$ cat config.mk
export PLATFORM = sky130hd
export DESIGN_NAME = input_conditioner
export DESIGN_NICKNAME = d
export VERILOG_FILES = /design/src/rtl/input_conditioner_pkg.sv /design/src/rtl/input_conditioner_channel.sv /design/src/rtl/input_conditioner.sv
export SDC_FILE = /design/constraint.sdc
export NUM_CORES = 1
export LEC_CHECK = 0
export BUFFER_PORTS_ARGS = -buffer_cell sky130_fd_sc_hd__buf_2
export CELL_PAD_IN_SITES_DETAIL_PLACEMENT = 0
export CELL_PAD_IN_SITES_GLOBAL_PLACEMENT = 1
export CORE_MARGIN = 1.5
export CORE_UTILIZATION = 47
export DETAILED_ROUTE_END_ITERATION = 7
export PLACE_DENSITY_LB_ADDON = 0.1
export SETUP_SLACK_MARGIN = 0.1
export SLEW_MARGIN = 0
export SYNTH_ARGS = -nofsm -noshare
export SYNTH_HDL_FRONTEND = slang
export SYNTH_SLANG_ARGS = --single-unit
export TNS_END_PERCENT = 5
$ cat constraint.sdc
create_clock -name clk -period 3.3 [get_ports clk]
set_input_delay 0.495 -clock clk [delete_from_list [all_inputs] [get_ports clk]]
set_output_delay 0.495 -clock clk [all_outputs]
set_load 0.02 [all_outputs]
$ cat src/rtl/input_conditioner_pkg.sv
// rtl/input_conditioner_pkg.sv - shared defaults and counter-width helper for input_conditioner
package input_conditioner_pkg;

    localparam int DEF_CHANNELS       = 4;
    localparam int DEF_SYNC_STAGES    = 2;
    localparam int DEF_FILTER_CYCLES  = 4;
    localparam int DEF_STRETCH_CYCLES = 16;

    // Bits needed to count 0..value-1, never less than one bit
    function automatic int clog2(input int value);
        return (value <= 2) ? 1 : $clog2(value);
    endfunction

endpackage

$ cat src/rtl/input_conditioner_channel.sv
// rtl/input_conditioner_channel.sv - one channel: sync, glitch filter, strobes, stretch, sticky event
module input_conditioner_channel
    import input_conditioner_pkg::*;
#(
    parameter int   SYNC_STAGES    = DEF_SYNC_STAGES,
    parameter int   FILTER_CYCLES  = DEF_FILTER_CYCLES,
    parameter int   STRETCH_CYCLES = DEF_STRETCH_CYCLES,
    parameter logic RESET_BIT      = 1'b0
) (
    input  logic clk,
    input  logic reset_n,
    input  logic i_in,
    input  logic i_rise_en,
    input  logic i_fall_en,
    input  logic i_event_clear,
    output logic o_level,
    output logic o_rising,
    output logic o_falling,
    output logic o_stretched,
    output logic o_event_pending
);

    localparam int FW = clog2(FILTER_CYCLES + 1);
    localparam int SW = clog2(STRETCH_CYCLES + 1);
    localparam logic [FW-1:0] FILTER_LAST  = FW'(FILTER_CYCLES - 1);
    localparam logic [SW-1:0] STRETCH_LOAD = SW'(STRETCH_CYCLES - 1);

    logic [SYNC_STAGES-1:0] r_sync;
    logic [FW-1:0]          r_fcnt;
    logic [SW-1:0]          r_scnt;
    logic                   r_level;
    logic                   r_rising;
    logic                   r_falling;
    logic                   r_pending;
    logic                   w_sample;

    assign w_sample = r_sync[SYNC_STAGES-1];

    // Shift the raw pin through the synchroniser chain
    always_ff @(posedge clk) begin
        if (!reset_n) begin
            r_sync <= {SYNC_STAGES{RESET_BIT}};
        end else begin
            r_sync <= {r_sync[SYNC_STAGES-2:0], i_in};
        end
    end

    // Accept a new level only after FILTER_CYCLES consecutive disagreeing samples
    always_ff @(posedge clk) begin
        if (!reset_n) begin
            r_level   <= RESET_BIT;
            r_fcnt    <= '0;
            r_rising  <= 1'b0;
            r_falling <= 1'b0;
        end else begin
            r_rising  <= 1'b0;
            r_falling <= 1'b0;
            if (w_sample == r_level) begin
                r_fcnt <= '0;
            end else if (r_fcnt == FILTER_LAST) begin
                r_level   <= w_sample;
                r_fcnt    <= '0;
                r_rising  <= w_sample;
                r_falling <= ~w_sample;
            end else begin
                r_fcnt <= r_fcnt + FW'(1);
            end
        end
    end

    // Reload the stretch counter on each rising strobe, otherwise count down to zero
    always_ff @(posedge clk) begin
        if (!reset_n) begin
            r_scnt <= '0;
        end else if (r_rising) begin
            r_scnt <= STRETCH_LOAD;
        end else if (r_scnt != '0) begin
            r_scnt <= r_scnt - SW'(1);
        end
    end

    // Sticky event flag; a new enabled strobe overrides a simultaneous clear
    always_ff @(posedge clk) begin
        if (!reset_n) begin
            r_pending <= 1'b0;
        end else begin
            r_pending <= (r_pending & ~i_event_clear)
                       | (r_rising & i_rise_en)
                       | (r_falling & i_fall_en);
        end
    end

    assign o_level         = r_level;
    assign o_rising        = r_rising;
    assign o_falling       = r_falling;
    assign o_stretched     = r_level | (r_scnt != '0);
    assign o_event_pending = r_pending;

endmodule

$ cat src/rtl/input_conditioner.sv
// rtl/input_conditioner.sv - multi-channel input conditioner with interrupt reduction
module input_conditioner
    import input_conditioner_pkg::*;
#(
    parameter int                   CHANNELS       = DEF_CHANNELS,
    parameter int                   SYNC_STAGES    = DEF_SYNC_STAGES,
    parameter int                   FILTER_CYCLES  = DEF_FILTER_CYCLES,
    parameter int                   STRETCH_CYCLES = DEF_STRETCH_CYCLES,
    parameter logic [CHANNELS-1:0]  RESET_LEVEL    = '0
) (
    input  logic                clk,
    input  logic                reset_n,
    input  logic [CHANNELS-1:0] in,
    input  logic [CHANNELS-1:0] rise_en,
    input  logic [CHANNELS-1:0] fall_en,
    input  logic [CHANNELS-1:0] event_clear,
    output logic [CHANNELS-1:0] level,
    output logic [CHANNELS-1:0] rising,
    output logic [CHANNELS-1:0] falling,
    output logic [CHANNELS-1:0] stretched,
    output logic [CHANNELS-1:0] event_pending,
    output logic                irq
);

    // Channels are fully independent copies
    for (genvar g = 0; g < CHANNELS; g++) begin : g_ch
        input_conditioner_channel #(
            .SYNC_STAGES    (SYNC_STAGES),
            .FILTER_CYCLES  (FILTER_CYCLES),
            .STRETCH_CYCLES (STRETCH_CYCLES),
            .RESET_BIT      (RESET_LEVEL[g])
        ) u_ch (
            .clk             (clk),
            .reset_n         (reset_n),
            .i_in            (in[g]),
            .i_rise_en       (rise_en[g]),
            .i_fall_en       (fall_en[g]),
            .i_event_clear   (event_clear[g]),
            .o_level         (level[g]),
            .o_rising        (rising[g]),
            .o_falling       (falling[g]),
            .o_stretched     (stretched[g]),
            .o_event_pending (event_pending[g])
        );
    end

    assign irq = |event_pending;

endmodule

==> metrics.txt <==
# TYPE chip_impl_metric gauge
chip_impl_metric{name="netlist_instances",unit=""} 242
chip_impl_metric{name="clock_sink_count",unit=""} 56
chip_impl_info{name="most_instantiated_cells_after_synthesis",value="56 x dfxtp_1, 24 x inv_1, 20 x buf_4"} 1
chip_impl_metric{name="powerDensity",unit="nW/um^2"} 739.5
chip_impl_metric{name="drt_iter0_drc",unit=""} 67
chip_impl_metric{name="power_switching",unit="uW"} 633.4
chip_impl_metric{name="top_level_ports",unit=""} 39
chip_impl_metric{name="die_x",unit="um"} 75.70
chip_impl_metric{name="clock_insertion_delay_worst_skew",unit="ns"} 0.30
chip_impl_metric{name="grt_max_degree",unit=""} 45
chip_impl_metric{name="final_util",unit=""} 0.5252
chip_impl_metric{name="antenna_violating_nets_post_route",unit=""} 0
chip_impl_metric{name="io_buffers",unit=""} 38
chip_impl_metric{name="p_int",unit="mW"} 1.350
chip_impl_metric{name="final.setup.tns",unit="ns"} 0
chip_impl_metric{name="grtUsageTotal",unit=""} 0.1408
chip_impl_metric{name="route.vias.total",unit=""} 1591
chip_impl_metric{name="total_power_consumption",unit="mW"} 1.984
chip_impl_info{name="synth_ff_type",value="dfxtp_1"} 1
chip_impl_metric{name="drt-wirelength-per-cell",unit="um"} 11.18
chip_impl_metric{name="cp.arrival",unit="ns"} 1.67
chip_impl_metric{name="worst_slew_margin_rel",unit=""} 0.5247
chip_impl_metric{name="core_area",unit="sq um"} 5107
chip_impl_metric{name="via_count_of_the_first_global_routing_pass",unit=""} 1369
chip_impl_info{name="outcome",value="complete, no violations"} 1
chip_impl_info{name="crit_path_capture_type",value="output port"} 1
chip_impl_metric{name="effective_utilization_at_floorplan",unit=""} 0.4863
chip_impl_metric{name="fill_cells",unit=""} 489
chip_impl_metric{name="final-setup-viol-count",unit=""} 0
chip_impl_metric{name="postCtsSetupBuffers",unit=""} 0
chip_impl_metric{name="cts_repair_resizes",unit=""} 0
chip_impl_metric{name="synthesis.nets",unit=""} 274
chip_impl_metric{name="min_period_over_period",unit=""} 0.6557
chip_impl_metric{name="finalNetCount",unit=""} 294
chip_impl_metric{name="die_height",unit="um"} 75.70
chip_impl_metric{name="final_count_of_hold_timing_violations",unit=""} 0
chip_impl_metric{name="detailedPlacementHpwl",unit="mm"} 2.687
chip_impl_metric{name="grt_first_pass_wirelength",unit="mm"} 5.982
chip_impl_metric{name="postSynthAreaPerCell",unit="sq um"} 10.26
chip_impl_metric{name="cts-buffers-inserted",unit=""} 5
chip_impl_metric{name="switching_share",unit=""} 0.3193
chip_impl_metric{name="detail_route.drc_violations",unit=""} 0
chip_impl_metric{name="syn_area",unit="sq um"} 2484
chip_impl_metric{name="num_antenna_cells",unit=""} 0
chip_impl_metric{name="maxSlewViolCount",unit=""} 0
chip_impl_info{name="root_buffer",value="clkbuf_8"} 1
chip_impl_metric{name="power_frac_seq",unit=""} 0.441
chip_impl_metric{name="clock-skew-final",unit="ns"} 0.002291
chip_impl_metric{name="post_drt_via_cell_ratio",unit=""} 4.778
chip_impl_metric{name="grt_antenna_before_repair",unit=""} 0
chip_impl_info{name="hold_path.class",value="in -> reg"} 1
chip_impl_metric{name="worstMarginPinSlew",unit="ns"} 0.7130
chip_impl_metric{name="die_area",unit="sq um"} 5730
chip_impl_metric{name="combPwrFrac",unit=""} 0.370
chip_impl_metric{name="drive_above_1_share",unit=""} 0.1977
chip_impl_metric{name="post-route-min-period",unit="ns"} 2.164
chip_impl_info{name="yosys.cell_count.top_type",value="dfxtp_1"} 1
chip_impl_metric{name="synth_async_sr_flop_share",unit=""} 0
chip_impl_metric{name="synth.lib_cells_used.distinct",unit=""} 28
chip_impl_metric{name="fmaxAchievable",unit="MHz"} 462.2
chip_impl_metric{name="cts.reportedPaths.clkPinSlew",unit="ns"} 0.09
chip_impl_metric{name="ys.warnings.count",unit=""} 0
chip_impl_info{name="ys_top_cells_by_area",value="dfxtp_1 45%, ha_1 7.1%, buf_4 6.0%, nor3b_1 4.2%, nor2b_1 4.0%"} 1
chip_impl_info{name="netlist.top_cell.by_area",value="dfxtp_1"} 1
chip_impl_metric{name="clkPwrFrac",unit=""} 0.189
chip_impl_metric{name="seq_area_frac_synth",unit=""} 0.4514
chip_impl_metric{name="cts_hold_repair.buffers",unit=""} 0
chip_impl_metric{name="cts.path.max_buffers",unit=""} 2
chip_impl_metric{name="first_pass_iters",unit=""} 4
chip_impl_info{name="critPathKind",value="reg -> out"} 1
chip_impl_metric{name="power.leakage",unit="nW"} 1.163
chip_impl_info{name="rsz0062_at_grt",value="false"} 1
chip_impl_metric{name="ys_seq_elements",unit=""} 56
chip_impl_metric{name="max-vdd-ir-drop",unit="mV"} 0.4317
chip_impl_metric{name="path_max_fanout",unit=""} 4
chip_impl_metric{name="synth_top_cell_area_share",unit=""} 0.4514
chip_impl_metric{name="worstPathRequired",unit="ns"} 2.80
chip_impl_metric{name="num_rows",unit=""} 26
chip_impl_metric{name="maxCapViolCount",unit=""} 0
chip_impl_metric{name="reg2reg_depth",unit=""} 5
chip_impl_info{name="timing.critical_path.from_type",value="register"} 1
chip_impl_metric{name="postRouteWirelength",unit="mm"} 3.724
chip_impl_metric{name="gp_congestion",unit=""} 0.7016
chip_impl_metric{name="global_route_total_overflow",unit=""} 0
chip_impl_metric{name="cts_htree_levels",unit=""} 2
chip_impl_info{name="tritoncts",value="yes"} 1
chip_impl_metric{name="flow.area_growth_from_synthesis",unit="%"} 8.010
chip_impl_metric{name="number_of_enable_type_register_cells_in_the_synthesized_netlist",unit=""} 0
chip_impl_metric{name="min_path_cells",unit=""} 2
-- area by class of cell --
type	instances	area, sq um	area share
sequential	56	1121	0.4179
multi-input combinational	137	1101	0.4104
timing repair buffer	38	190.2	0.07090
inverter	24	90.09	0.03358
tap	70	87.58	0.03265
clock buffer	6	82.58	0.03078
clock inverter	2	10.01	0.003731
-- path summary, 6_finish.rpt --
| kind | slack, ns | from | end |
|---|---|---|---|
| setup reg to reg | 1.80 | g_ch[1].u_ch.r_scnt[0] | g_ch[1].u_ch.r_scnt[4] |
| hold reg to reg | 0.43 | g_ch[1].u_ch.r_fcnt[0] | g_ch[1].u_ch.r_fcnt[0] |
| setup / recovery | 1.14 | g_ch[0].u_ch.r_scnt[0] | stretched[0] |
| hold / removal | 0.39 | in[2] | g_ch[2].u_ch.r_sync[0] |
-- power groups by stage --
stage / clock (mW) / sequential, mW / combinational [mW]
2_1_floorplan: 0 / 0.873 / 0.669
4_1_cts: 0.393 / 0.875 / 0.743
3_5_place_dp: 0 / 0.890 / 0.738
3_3_place_gp: 0 / 0.890 / 0.740
6_report: 0.374 / 0.875 / 0.734
5_1_grt: 0.415 / 0.890 / 0.831
-- registers in the layout (all words and copies together) (netlist names) --
name and cells:
g_ch.u_ch.o_falling 4, g_ch.u_ch.r_sync 8, g_ch.u_ch.r_scnt 20, g_ch.u_ch.o_event_pending 4, g_ch.u_ch.o_rising 4, g_ch.u_ch.r_fcnt 12
g_ch.u_ch.o_level 4
-- layer usage --
metal  vias to the layer above  global-route usage  part of all wire
li1                        836                   -                 -
met1                       714              0.1830              0.49
met2                        29              0.2144              0.44
met3                        12             0.04101             0.043
met4                         0             0.06944             0.024
met5                         -                   0                 0
-- logic make-up after synthesis --
group | share of synthesized area
compound gates | 0.08866
fa+ha+maj | 0.07053
buf+inv | 0.1053
xor+xnor | 0.02821
mux | 0.04131
simple gates | 0.2146
flops | 0.4514
-- placed cells by master, fill, tap and decap left out, types with 6 or more instances in the layout --
master / synthesis / routed
clkbuf_8: 0 / 6
nand2_1: 6 / 6
nor2_1: 16 / 16
buf_2: 2 / 38
and2_1: 8 / 8
mux2i_1: 8 / 8
ha_1: 14 / 14
nor3b_1: 14 / 14
nor2b_1: 16 / 16
inv_1: 24 / 24
dfxtp_1: 56 / 56
-- through the flow --
step                      instance area, sq um  instances  setup WS (ns)  hold slack (ns)
after floorplan                           2484        242          1.556           0.3992
after global placement                    2590        325          1.499           0.4096
after detailed placement                  2590        325          1.465           0.4102
after CTS                                 2683        333          1.112           0.3818
after global routing                      2683        333          1.009           0.3968
final                                     2683        333          1.136           0.3925
-- worst max-delay path: stages, from the launching register on --
cell and delay, ns:
dfxtp_1 0.33, inv_1 0.12, ha_1 0.20, nor4b_4 0.32
or2b_1 0.26, buf_2 0.15
No activity file was read; power rests on OpenSTA's default activity.
